**src/rtl/icache_axi_refill.sv**
```systemverilog
// icache_axi_refill: bridges single icache line refill requests onto one AXI4 INCR read burst.
// Latency: request cycle + 1 AR cycle (+ arready wait) + beat cycles (+ rvalid gaps), then a 1-cycle rvalid_o pulse.
// Backpressure: rdy_o only in IDLE; arvalid_o held until arready_i; rvalid_i gaps stall the beat counter.
//
// Ports: icache side  rreq_i/addr_i/rdy_o in, rvalid_o/rlast_o/data_o/err_o out.
//        AXI AR       arid_o/araddr_o/arlen_o/arsize_o/arburst_o/arvalid_o out, arready_i in.
//        AXI R        rid_i/rdata_i/rresp_i/rlast_i/rvalid_i in, rready_o out.
// Optional macro AXI_REFILL_CHECK_EN: flags bad rresp, bad rid or misplaced rlast on err_o.
module icache_axi_refill #(
    parameter int                       ADDR_WIDTH      = 32,
    parameter int                       CACHELINE_WIDTH = 128,
    parameter int                       AXI_DATA_WIDTH  = 32,
    parameter int                       AXI_ID_WIDTH    = 4,
    parameter logic [AXI_ID_WIDTH-1:0]  AXI_ID          = '0
) (
    input  logic                        clk,
    input  logic                        rst,
    input  logic                        rreq_i,
    input  logic [ADDR_WIDTH-1:0]       addr_i,
    output logic                        rdy_o,
    output logic                        rvalid_o,
    output logic [1:0]                  rlast_o,
    output logic [CACHELINE_WIDTH-1:0]  data_o,
    output logic                        err_o,
    output logic [AXI_ID_WIDTH-1:0]     arid_o,
    output logic [ADDR_WIDTH-1:0]       araddr_o,
    output logic [7:0]                  arlen_o,
    output logic [2:0]                  arsize_o,
    output logic [1:0]                  arburst_o,
    output logic                        arvalid_o,
    input  logic                        arready_i,
    input  logic [AXI_ID_WIDTH-1:0]     rid_i,
    input  logic [AXI_DATA_WIDTH-1:0]   rdata_i,
    input  logic [1:0]                  rresp_i,
    input  logic                        rlast_i,
    input  logic                        rvalid_i,
    output logic                        rready_o
);

    localparam int BEATS      = CACHELINE_WIDTH / AXI_DATA_WIDTH;
    localparam int CNT_W      = (BEATS > 1) ? $clog2(BEATS) : 1;
    localparam int LINE_BYTES = CACHELINE_WIDTH / 8;
    localparam logic [ADDR_WIDTH-1:0] LINE_MASK = ADDR_WIDTH'(LINE_BYTES - 1);

    typedef enum logic [1:0] {S_IDLE, S_AR, S_R, S_DONE} state_t;

    state_t                       state;
    state_t                       state_nxt;
    logic [ADDR_WIDTH-1:0]        araddr_q;
    logic [CNT_W-1:0]             cnt;
    logic [CACHELINE_WIDTH-1:0]   line_buf;
    logic [CACHELINE_WIDTH-1:0]   line_nxt;
    logic [CACHELINE_WIDTH-1:0]   data_q;
    logic                         accept;
    logic                         beat;

    assign accept = (state == S_IDLE) && rreq_i;
    assign beat   = (state == S_R) && rvalid_i;

    // State register
    always_ff @(posedge clk) begin
        if (rst) state <= S_IDLE;
        else     state <= state_nxt;
    end

    // Next-state logic
    always_comb begin
        state_nxt = state;
        case (state)
            S_IDLE:  if (rreq_i)              state_nxt = S_AR;
            S_AR:    if (arready_i)           state_nxt = S_R;
            S_R:     if (rvalid_i && rlast_i) state_nxt = S_DONE;
            S_DONE:                           state_nxt = S_IDLE;
            default:                          state_nxt = S_IDLE;
        endcase
    end

    // Outputs decoded from state; rdy_o is deliberately low in DONE so a held
    // rreq_i is only taken once the line has been handed back.
    always_comb begin
        rdy_o     = 1'b0;
        arvalid_o = 1'b0;
        rready_o  = 1'b0;
        rvalid_o  = 1'b0;
        rlast_o   = 2'b00;
        case (state)
            S_IDLE:  rdy_o     = rreq_i;
            S_AR:    arvalid_o = 1'b1;
            S_R:     rready_o  = 1'b1;
            S_DONE: begin
                rvalid_o = 1'b1;
                rlast_o  = 2'b01;
            end
            default: ;
        endcase
    end

    // Line assembly: the current beat lands in slot cnt; the counter wraps so
    // an overlong burst overwrites from slot 0 again.
    always_comb begin
        line_nxt = line_buf;
        if (beat) line_nxt[int'(cnt) * AXI_DATA_WIDTH +: AXI_DATA_WIDTH] = rdata_i;
    end

    // Every well-formed burst rewrites all slots, so the assembly buffer needs no reset.
    always_ff @(posedge clk) begin
        line_buf <= line_nxt;
    end

    always_ff @(posedge clk) begin
        if (rst) begin
            araddr_q <= '0;
            cnt      <= '0;
            data_q   <= '0;
        end else begin
            if (accept) begin
                araddr_q <= addr_i & ~LINE_MASK;
                cnt      <= '0;
            end
            if (beat) cnt <= cnt + CNT_W'(1);
            // Publish the merged line (including the final beat) on entry to DONE.
            if (beat && rlast_i) data_q <= line_nxt;
        end
    end

`ifdef AXI_REFILL_CHECK_EN
    logic err_q;

    // Sticky per-transaction error: bad response, foreign ID, or rlast not
    // coinciding with the last slot (covers both early and late rlast).
    always_ff @(posedge clk) begin
        if (rst) begin
            err_q <= 1'b0;
        end else if (accept) begin
            err_q <= 1'b0;
        end else if (beat && ((rresp_i != 2'b00) || (rid_i != AXI_ID) ||
                              (rlast_i != (cnt == CNT_W'(BEATS - 1))))) begin
            err_q <= 1'b1;
        end
    end

    assign err_o = (state == S_DONE) && err_q;
`else
    logic unused_chk;
    assign unused_chk = ^{rid_i, rresp_i};
    assign err_o      = 1'b0;
`endif

    assign araddr_o  = araddr_q;
    assign data_o    = data_q;
    assign arid_o    = AXI_ID;
    assign arlen_o   = 8'(BEATS - 1);
    assign arsize_o  = 3'($clog2(AXI_DATA_WIDTH / 8));
    assign arburst_o = 2'b01;

endmodule
```
**config.mk**
```make
export PLATFORM = sky130hd
export DESIGN_NAME = icache_axi_refill
export DESIGN_NICKNAME = d
export VERILOG_FILES = /design/src/rtl/icache_axi_refill.sv
export SDC_FILE = /design/constraint.sdc
export NUM_CORES = 1
export LEC_CHECK = 0
export ABC_AREA = 1
export BUFFER_PORTS_ARGS = -buffer_cell sky130_fd_sc_hd__buf_4
export CAP_MARGIN = 20
export CORE_ASPECT_RATIO = 0.5
export CORE_MARGIN = 3
export CORE_UTILIZATION = 49
export DETAILED_ROUTE_END_ITERATION = 8
export GPL_ROUTABILITY_DRIVEN = 0
export PLACE_DENSITY = 0.84
export SETUP_SLACK_MARGIN = 0.1
export SLEW_MARGIN = 20
export SYNTH_ARGS = -nofsm -noshare
export SYNTH_HDL_FRONTEND = slang
export SYNTH_SLANG_ARGS = --single-unit
```
**constraint.sdc**
```tcl
create_clock -name clk -period 1.85 [get_ports clk]
set_input_delay 0.185 -clock clk [delete_from_list [all_inputs] [get_ports clk]]
set_output_delay 0.185 -clock clk [all_outputs]
set_load 0.02 [all_outputs]
```
==> results.md, run 1 <==
- Post-Syn Area: approximately 11000 sq um
- Worst Setup EP: data_o[32]$_SDFFE_PP0P_
- H-tree levels: 1
- Fraction of layout cells with a size suffix above 1: between 20% and 30%
- TritonRoute pass-1 iters: 6
- Maxcap violations: 0
- TritonCTS clock tree: yes
- Pwr per Cell Area: 1148 nW/um^2
- Die height: 114.3 microns
- Routed wire length: 36180 microns
- CP endpoint kind: register
- Clock skew: roughly 26 ps
- Status: completed
- Max Clock Freq: ~0.56 GHz
- Vias per cell: 5.160
- Wire length per cell: between 15 and 20 microns
- Int Pwr: about 0.012 W
- Crit path kind: reg2reg
- CP max stage cell: dfxtp_2
- 1st-iter DRT viols: approximately 1000
- Sequential Power Share: between 40% and 50%
- Yosys warns: 0
- I/O pin total: 260
- Total track usage: about a quarter
- Post-synthesis sequential area ratio: roughly 50%
- Fill cell count: 1631
- Max stage delay on crit path: around 370 ps
- Largest net degree at the start of global routing: 50
- Starting Density: between 50% and 60%
- Die ar.: around 25000 sq um
- Core Area: ~22000 sq um
- Combinational power share: 26.7%
- Worst-path fanout max: 7
- RR Endpoint: data_o[32]$_SDFFE_PP0P_
- Final Slew Violations: 0
- Syn Inst Count: approximately 1500
- Die Wd: between 200 and 250 microns
- Root Buffer: clkbuf_16
- Synth area leader: dfxtp_1
- Hold crit path type: in2reg
- Post-place instance area: roughly 14000 sq um
- Top cell type's share of synthesized area: around half
- Worst EP required: approximately 2300 ps
- Vias in the first global route: a little over 10000
- Initial antenna violation count: 1
- Mean area per synthesized cell: between 7 and 8 sq um
- Worst R2R Start: cnt[0]$_SDFFE_PP0P_
- Post-layout worst setup margin: 63.97 ps
- P_sw: between 0.005 and 0.006 W
- Rows: 38
- CTS Buf Count: 26
- Most frequent CP cell: nand2_1
- Routed vias: approximately 11000
- Final Cycle Share: 96.54%
- Startpoint types: register
- Critical Path Source: cnt[0]$_SDFFE_PP0P_
- Crit path DAT: between 2000 and 2500 ps
- TNS Setup: 0 ps
- DRT antenna net count: 0
- Final setup fails: 0
- Clock-pin slew on the worst setup and hold paths: 70 ps
- Clock Path Buffers: 3
- Final Hold Vio Count: 0
- Critical-path cell list: inv_4 -> ha_1 -> inv_1 -> buf_4 -> nand2_1 -> nor2_1 -> nand2_1 -> nand3_1 -> nand2_1 -> inv_1
- Worst VDD drop: about 0.84 mV
- Clock network power share: between 30% and 40%
- R2R Setup Slk: 60 ps
- First-pass GRT wire length: between 50000 and 60000 microns
- Unique cell type count in the Yosys netlist: 19
- RSZ-0062 raised after global routing: yes
- Clock Sinks: around 290
- Final net count: 1914
- Total gr overflow: 0
- DRC viols: 0
- Post-route cell area: 15640 sq um
- Post-place setup slack: -40.71 ps
- HPWL Detailed: 21800 microns
- Fin crit period: about 1800 ps
- Area Growth Syn to Fin: 36.08%
- Path depth of the worst reg2reg path: 10
- FF+latch count, synth: around 290
- Lkg Pwr: a little over 8 nW
- Clock latency on the worst-skew pair: 550 ps
- IO buf count: approximately 230
- Largest cells by area after synthesis: dfxtp_1 50%, nand2_1 16%, nand3_1 8.6%, o21a_1 8.4%, inv_1 6.0%
- Switch share: 31.11%
worst min path at each step:
stage | start | endpoint | slack (ps) | depth (start not counted)
final | rreq_i | araddr_o[26]$_SDFFE_PP0P_ | 70 | 5
after global routing | rdata_i[7] | line_buf[7]$_DFF_P_ | 90 | 5
after CTS | rdata_i[27] | line_buf[59]$_DFF_P_ | 50 | 5
after detailed placement | rst | cnt[1]$_SDFFE_PP0P_ | 390 | 2
after global placement | rst | cnt[1]$_SDFFE_PP0P_ | 380 | 2
after floorplan | rst | cnt[1]$_SDFFE_PP0P_ | 250 | 1
layout by cell type, fill, tap and decap left out, drive strengths merged:
cell / Yosys / routed
nand2: 493 / 493
dfxtp: 288 / 288
buf: 75 / 280
nand3: 197 / 197
inv: 183 / 185
o21a: 128 / 128
nor2: 100 / 100
dlygate4sd3: 0 / 60
clkbuf: 36 / 42
o21ai: 28 / 28
conb: 2 / 23
ha: 9 / 9
clkinv: 2 / 6
bufinv: 0 / 3
diode: 0 / 2
a21oi: 2 / 2
nor3: 1 / 1
a211oi: 1 / 1
clkinvlp: 0 / 1
bufbuf: 0 / 1
critical path: cells and delay by family, from the launching register on:
| family | cells | cell delay [ps] |
|---|---|---|
| DFF | 1 | 370 |
| buffers and inverters | 4 | 440 |
| adders and majority gates | 1 | 220 |
| and+or+nand+nor | 5 | 700 |
layer usage:
layer / vias to the layer above / track usage, % / routed length, microns
li1: 5316 / - / -
met1: 5087 / 34.80 / 14970
met3: 122 / 5.328 / 3477
met5: - / 0 / 0
met2: 569 / 42.08 / 16290
met4: 0 / 9.349 / 1438
sequential cells by signal (all words and copies together) (netlist names):
| signal | cells |
|---|---|
| state | 2 |
| araddr_o | 28 |
| data_o | 128 |
| cnt | 2 |
| line_buf | 128 |
what timing repair did:
action	in CTS	in global routing
setup endpoints to repair	130	141
resized for setup	8	39
pin swaps	1	5
hold buffers	60	0
gates cloned	1	6
buffers inserted	1	7
hold endpoints to repair	64	0
final cells by class:
class                           instances  area [sq um]  share of cell area (%)
Antenna cell                            2         5.005                 0.03201
Clock buffer                           37         772.0                   4.938
Clock inverter                         10         142.6                  0.9123
Inverter                              185         701.9                   4.489
Multi-Input combinational cell        982          4722                   30.20
Sequential cell                       288          5771                   36.91
Tap cell                              300         375.4                   2.401
Timing Repair Buffer                  346          3146                   20.12
kinds of logic after synthesis:
family / count (synthesis) / share of synthesized area [%]
buffers and inverters: 296 / 10.96
and+or+nand+nor: 791 / 28.08
DFF: 288 / 50.18
adders and majority gates: 9 / 0.9801
AOI/OAI and AO/OA: 159 / 9.735
other: 2 / 0.06536
cell usage after synthesis:
cell / number
inv_1: 183
conb_1: 2
nand2_1: 492
nor3_1: 1
a211oi_1: 1
a21oi_1: 2
nor2_1: 97
clkinv_1: 2
buf_1: 5
o21a_1: 128
o21ai_0: 28
buf_2: 46
clkbuf_1: 36
nand3_1: 197
buf_4: 24
ha_1: 9
nor2_2: 3
nand2_2: 1
dfxtp_1: 288
power groups by stage:
stage / clock network (W) / registers [W] / logic, W
floorplan: 0 / 0.00805 / 0.00205
global placement: 0 / 0.00748 / 0.00414
detailed placement: 0 / 0.00752 / 0.00421
CTS: 0.00579 / 0.00739 / 0.00449
global route: 0.00608 / 0.00749 / 0.00520
finish: 0.00574 / 0.00742 / 0.00480
metrics by stage:
stage / hold slack [ps] / cells / power, W / utilization, %
finish: 65.96 / 2150 / 0.01795 / 69.97
global route: 94.42 / 2149 / 0.01877 / 69.96
CTS: 51.14 / 2135 / 0.01767 / 68.34
detailed placement: 390.2 / 2026 / 0.01172 / 61.23
global placement: 383.8 / 2026 / 0.01162 / 61.23
floorplan: 254.1 / 1566 / 0.01010 / -
Note: power is estimated with default switching activity, not from simulation.
==> run 2, diff against run 1 <==
--- a/config.mk
+++ b/config.mk
@@ -8,12 +8,14 @@
 export ABC_AREA = 1
 export BUFFER_PORTS_ARGS = -buffer_cell sky130_fd_sc_hd__buf_4
 export CAP_MARGIN = 20
+export CELL_PAD_IN_SITES_DETAIL_PLACEMENT = 1
+export CELL_PAD_IN_SITES_GLOBAL_PLACEMENT = 2
 export CORE_ASPECT_RATIO = 0.5
 export CORE_MARGIN = 3
-export CORE_UTILIZATION = 49
+export CORE_UTILIZATION = 27
 export DETAILED_ROUTE_END_ITERATION = 8
 export GPL_ROUTABILITY_DRIVEN = 0
-export PLACE_DENSITY = 0.84
+export PLACE_DENSITY = 0.83
 export SETUP_SLACK_MARGIN = 0.1
 export SLEW_MARGIN = 20
 export SYNTH_ARGS = -nofsm -noshare
==> run 2 against run 1 <==
Net effect:
- global-route usage shrank 9.3 points
- combinational power increased by 2%
- count of clock-buffer cells in the layout rose by 3
- register-to-register slack improved by 160 ps
- critical path depth is 4 lower
- clock power grew 4.2%
- first-iteration DRC count fell by 47%
- sequential power barely moved
- cell count up 13%
- via count decreased by 3.9%
- critical endpoint is now rdy_o
==> results.md, run 2 (synthesis gave the netlist of run 1 again) <==
- TritonRoute pass-1 iters: 7
- Fin crit period: approximately 1600 ps
- Critical Path Source: state[0]$_SDFFE_PP0P_
- 1st-iter DRT viols: roughly 550
- Highest-count cells in the layout ignoring fill and taps: 489 x nand2_1, 285 x dfxtp_1, 265 x buf_4, 191 x nand3_1, 178 x inv_1
- Initial antenna violation count: 2
- TNS Setup: 0 ps
- Root Buffer: clkbuf_16
- Lkg Pwr: 8.279 nW
- Clock network power share: 32.8%
- TritonCTS clock tree: yes
- First-pass GRT wire length: 60430 microns
- HPWL Detailed: 27100 microns
- Vias per cell: ~4.4
- Final Hold Vio Count: 0
- Clock latency on the worst-skew pair: roughly 550 ps
- Largest net degree at the start of global routing: 46
- Fin cells: approximately 2400
- Status: completed
- Die ar.: 45220 sq um
- H-tree levels: 1
- Worst-path fanout max: 3
- Total track usage: 16.66%
- Maxcap violations: 0
- Final net count: between 1500 and 2000
- CTS Buf Count: 29
- DRT antenna net count: 0
- Sequential Power Share: 40.5%
- Final Slew Violations: 0
- Starting Density: between 20% and 30%
- Max Clock Freq: between 0.6 and 0.7 GHz
- Switch share: 31.51%
- Core Area: about 41000 sq um
- Fraction of layout cells with a size suffix above 1: 20.11%
- Crit path kind: reg2out
- Final core occ: between 30% and 40%
- Worst EP required: 1660 ps
- Most common cell after layout, fill and taps aside: nand2_1
- Int Pwr: between 0.01 and 0.015 W
- Wire length per cell: between 15 and 20 microns
- Pwr per Cell Area: around 1100 nW/um^2
- Routed vias: around 11000
- Routed wire length: a little under 40000 microns
- DRC viols: 0
- Die Wd: 297.7 microns
- RSZ-0062 raised after global routing: yes
- Placed Cells incl. Taps: 2305
- I/O pin total: 260
- Combinational power share: between 20% and 30%
- Clock Sinks: 288
- CP endpoint kind: output pin
- Worst R2R Start: cnt[0]$_SDFFE_PP0P_
- Hold path startpoint: rdata_i[27]
- Die height: roughly 150 microns
- Clock Path Buffers: 3
- P_sw: approximately 0.0058 W
- Hold crit path type: in2reg
- Final Cycle Share: slightly below 90%
- Crit path DAT: between 1000 and 1500 ps
- Vias in the first global route: 10810
- Startpoint types: register
- Total gr overflow: 0
- Final setup fails: 0
- IO buf count: around 230
- Rows: 52
- Clock-pin slew on the worst setup and hold paths: 60 ps
- Worst VDD drop: roughly 0.62 mV
- Area Growth Syn to Fin: 38.79%
- Clock skew: ~12 ps
## run 2: layout make-up
type / instances / area, sq um
diodes: 2 / 5.005
clock buffers: 40 / 847.1
repair buffers: 354 / 3118
multi-input cells: 982 / 4682
fillers: 5000 / 25240
clock inverters: 11 / 113.9
inverters: 185 / 701.9
well taps: 567 / 709.4
flip-flops and latches: 288 / 5769
## run 2: routing by layer
metal	global-route usage [%]	share of wire, %	wire [microns]
met1	20.53	42	16490
met2	29.97	50	19550
met3	2.339	4.4	1708
met4	5.449	3.5	1385
met5	0	0	0
## run 2: critical path: stages, from the launching register on
cell and delay (ps):
dfxtp_2 330, inv_2 50, buf_6 110, ha_4 160
nand2_4 70, inv_4 50, buf_8 120
## run 2: power by group through the flow
stage | logic (W) | clock network [W] | registers (W)
detailed placement | 0.00443 | 0 | 0.00752
floorplan | 0.00205 | 0 | 0.00805
global route | 0.00535 | 0.00645 | 0.00750
CTS | 0.00473 | 0.00616 | 0.00739
finish | 0.00489 | 0.00598 | 0.00740
global placement | 0.00436 | 0 | 0.00750
## run 2: what timing repair did
action	CTS	global route
gates resized for setup	19	31
endpoints found under the setup margin	51	148
buffers inserted	1	4
hold buffers	61	0
cloned	2	4
pin swaps	2	6
endpoints found under the hold margin	69	0
## run 2: final timing paths
path | end | slack (ps) | cells after the start
worst max register to register | data_o[0]$_SDFFE_PP0P_ | 220 | 10
worst max-delay path | rdy_o | 210 | 6
worst min-delay path | line_buf[91]$_DFF_P_ | 70 | 5
worst min register to register | line_buf[23]$_DFF_P_ | 450 | 2
## run 2: per-stage QoR
stage | setup WS (ps) | total power, W | hold WS (ps) | instance area [sq um]
floorplan | 84.63 | 0.01010 | 254.1 | 11580
global placement | 44.76 | 0.01186 | 393.5 | 14080
detailed placement | -7.700 | 0.01195 | 397.5 | 14080
CTS | 48.49 | 0.01828 | 44.21 | 15740
global route | 86.62 | 0.01929 | 80.87 | 15950
finish | 209.5 | 0.01827 | 66.08 | 15950
==> run 3, diff against run 2 <==
--- a/config.mk
+++ b/config.mk
@@ -12,10 +12,10 @@
 export CELL_PAD_IN_SITES_GLOBAL_PLACEMENT = 2
 export CORE_ASPECT_RATIO = 0.5
 export CORE_MARGIN = 3
-export CORE_UTILIZATION = 27
+export CORE_UTILIZATION = 32
 export DETAILED_ROUTE_END_ITERATION = 8
 export GPL_ROUTABILITY_DRIVEN = 0
-export PLACE_DENSITY = 0.83
+export PLACE_DENSITY = 0.92
 export SETUP_SLACK_MARGIN = 0.1
 export SLEW_MARGIN = 20
 export SYNTH_ARGS = -nofsm -noshare
==> constraint.sdc (replaced) <==
create_clock -name clk -period 2.1 [get_ports clk]
set_input_delay 0.21 -clock clk [delete_from_list [all_inputs] [get_ports clk]]
set_output_delay 0.21 -clock clk [all_outputs]
set_load 0.02 [all_outputs]
==> run 3 against run 2 <==
Net effect:
- total power shrank 14%
- count of clock-buffer cells in the layout is the same
- via count grew 0.44%
- clock skew shrank 2.7 ps
- critical path depth is the same
- combinational power shrank 17%
- worst setup slack gained 20 ps
- die area shrank 15%
- core utilization grew 5.7 points
- highest routed layer unchanged
- critical path type unchanged
==> results.md, run 3 (synthesis gave the netlist of run 1 again) <==
- RR Endpoint: data_o[79]$_SDFFE_PP0P_
- RSZ-0062 raised after global routing: no
- Fin cells: 2319
- Fill cell count: roughly 4300
- Most common cell after layout, fill and taps aside: nand2_1
- Final Cycle Share: approximately 90%
- I/O pin total: between 200 and 300
- Hold crit path type: in2reg
- CP endpoint kind: output pin
- Initial antenna violation count: 0
- CTS Buf Count: 28
- TritonRoute pass-1 iters: 5
- First-pass GRT wire length: around 60000 microns
- 1st-iter DRT viols: 560
- Fraction of layout cells with a size suffix above 1: between 10% and 20%
- Worst-path fanout max: 10
- Routed wire length: about 39000 microns
- Largest net degree at the start of global routing: just over 90
- Status: completed
- Post-place setup slack: about 250 ps
- Clock Path Buffers: 3
- Fin crit period: 1871 ps
- Clock Sinks: between 200 and 300
- Maxcap violations: 0
- Placed Cells incl. Taps: between 2000 and 2500
- Total track usage: between 10% and 20%
- Crit path DAT: about 1700 ps
- Wire length per cell: around 17 microns
- Crit path kind: reg2out
- Die Wd: 274.0 microns
- Pwr per Cell Area: 1018 nW/um^2
- Clock skew: about 9.4 ps
- Starting Density: around a third
- Path depth of the worst reg2reg path: 8
- Highest-count cells in the layout ignoring fill and taps: 491 x nand2_1, 286 x dfxtp_1, 262 x buf_4, 197 x nand3_1, 181 x inv_1
- Hold path endpoint: line_buf[22]$_DFF_P_
- Die ar.: 38350 sq um
- Post-place instance area: between 10000 and 15000 sq um
- Lkg Pwr: ~8 nW
- Hold depth: 3
- Rows: 48
- Hold path startpoint: rdata_i[22]
- Final Hold Vio Count: 0
- Critical Path Source: state[0]$_SDFFE_PP0P_
- Core Area: roughly 35000 sq um
- Max Clock Freq: approximately 0.53 GHz
- Vias per cell: about 4.6
- H-tree levels: 1
- Slew of the pin with the lowest slew margin: ~520 ps
- Vias in the first global route: 11050
- Final setup fails: 0
- Final Slew Violations: 0
- Slew headroom: 65.17%
- R2R Setup Slk: between 200 and 300 ps
- HPWL Detailed: approximately 27000 microns
- Worst EP required: 1890 ps
- Worst VDD drop: about 0.47 mV
- Clock latency on the worst-skew pair: between 500 and 600 ps
- TritonCTS clock tree: yes
- DRT antenna net count: 0
- TNS Setup: 0 ps
- Worst R2R Start: state[0]$_SDFFE_PP0P_
- Post-route cell area: approximately 16000 sq um
- Ant diodes: 0
- Die height: roughly 140 microns
- Routed vias: around 11000
- Post-layout worst setup margin: about 230 ps
- IO buf count: ~230
- Final net count: about 1900
- Area Growth Syn to Fin: 34.99%
- Root Buffer: clkbuf_16
- Clock-pin slew on the worst setup and hold paths: 70 ps
- Startpoint types: register
- DRC viols: 0
- Total gr overflow: 0
## run 3: changes by cell type in the layout (fill, tap and decap cells not counted), sizes merged
cell	change
buf	-9
clkbuf	-2
clkinv	-1
clkinvlp	-2
diode	-2
dlygate4sd3	-2
## run 3: metal layers
metal	global-route usage, %	vias up	wire (microns)	share of wire [%]
li1	-	5301	-	-
met1	24.93	5145	17280	45
met2	34.39	171	18630	48
met3	3.167	86	1352	3.5
met4	6.135	0	1296	3.4
met5	0	-	0	0
## run 3: area by class of cell
cell class	count	area, sq um	area share, %
Multi-Input combinational cell	982	4574	29.49
Inverter	185	696.9	4.493
Clock buffer	40	837.1	5.397
Tap cell	475	594.3	3.832
Clock inverter	8	93.84	0.6050
Sequential cell	288	5768	37.19
Timing Repair Buffer	341	2945	18.99
## run 3: how the worst max path moves through the flow
stage                     slack, ps  depth (start not counted)                      end
after floorplan                  80                         11   data_o[0]$_SDFFE_PP0P_
after global placement          280                         10  data_o[79]$_SDFFE_PP0P_
after detailed placement        250                         10  data_o[22]$_SDFFE_PP0P_
after CTS                       120                          6                    rdy_o
after global routing            100                         10  data_o[22]$_SDFFE_PP0P_
final                           230                          6                    rdy_o
## run 3: per-stage QoR
step	utilization, %	total power, W	hold WS (ps)
after global placement	39.80	0.01037	409.1
after floorplan	-	0.008875	279.1
after detailed placement	39.80	0.01047	411.2
after CTS	44.19	0.01580	8.647
after global routing	44.37	0.01665	52.20
final	44.37	0.01579	31.43
## run 3: timing repair
action,4_1_cts,5_1_grt
buffers inserted,0,1
cloned,0,2
pin swaps,0,1
endpoints found under the setup margin,1,30
endpoints found under the hold margin,59,0
resized for setup,5,11
hold buffers,59,0
## run 3: critical path, stage by stage, from the launching register on
cell	delay, ps
dfxtp_2	330
inv_1	100
ha_2	200
nand2_1	100
inv_2	100
buf_12	130
buf_4	140
## run 3: power breakdown
| part | leakage, nW | switching (W) | internal (W) | total (W) |
|---|---|---|---|---|
| clock | 0.465 | 0.00218 | 0.00300 | 0.00518 |
| combinational | 5.37 | 0.00243 | 0.00164 | 0.00408 |
| sequential | 2.34 | 0.000335 | 0.00619 | 0.00653 |
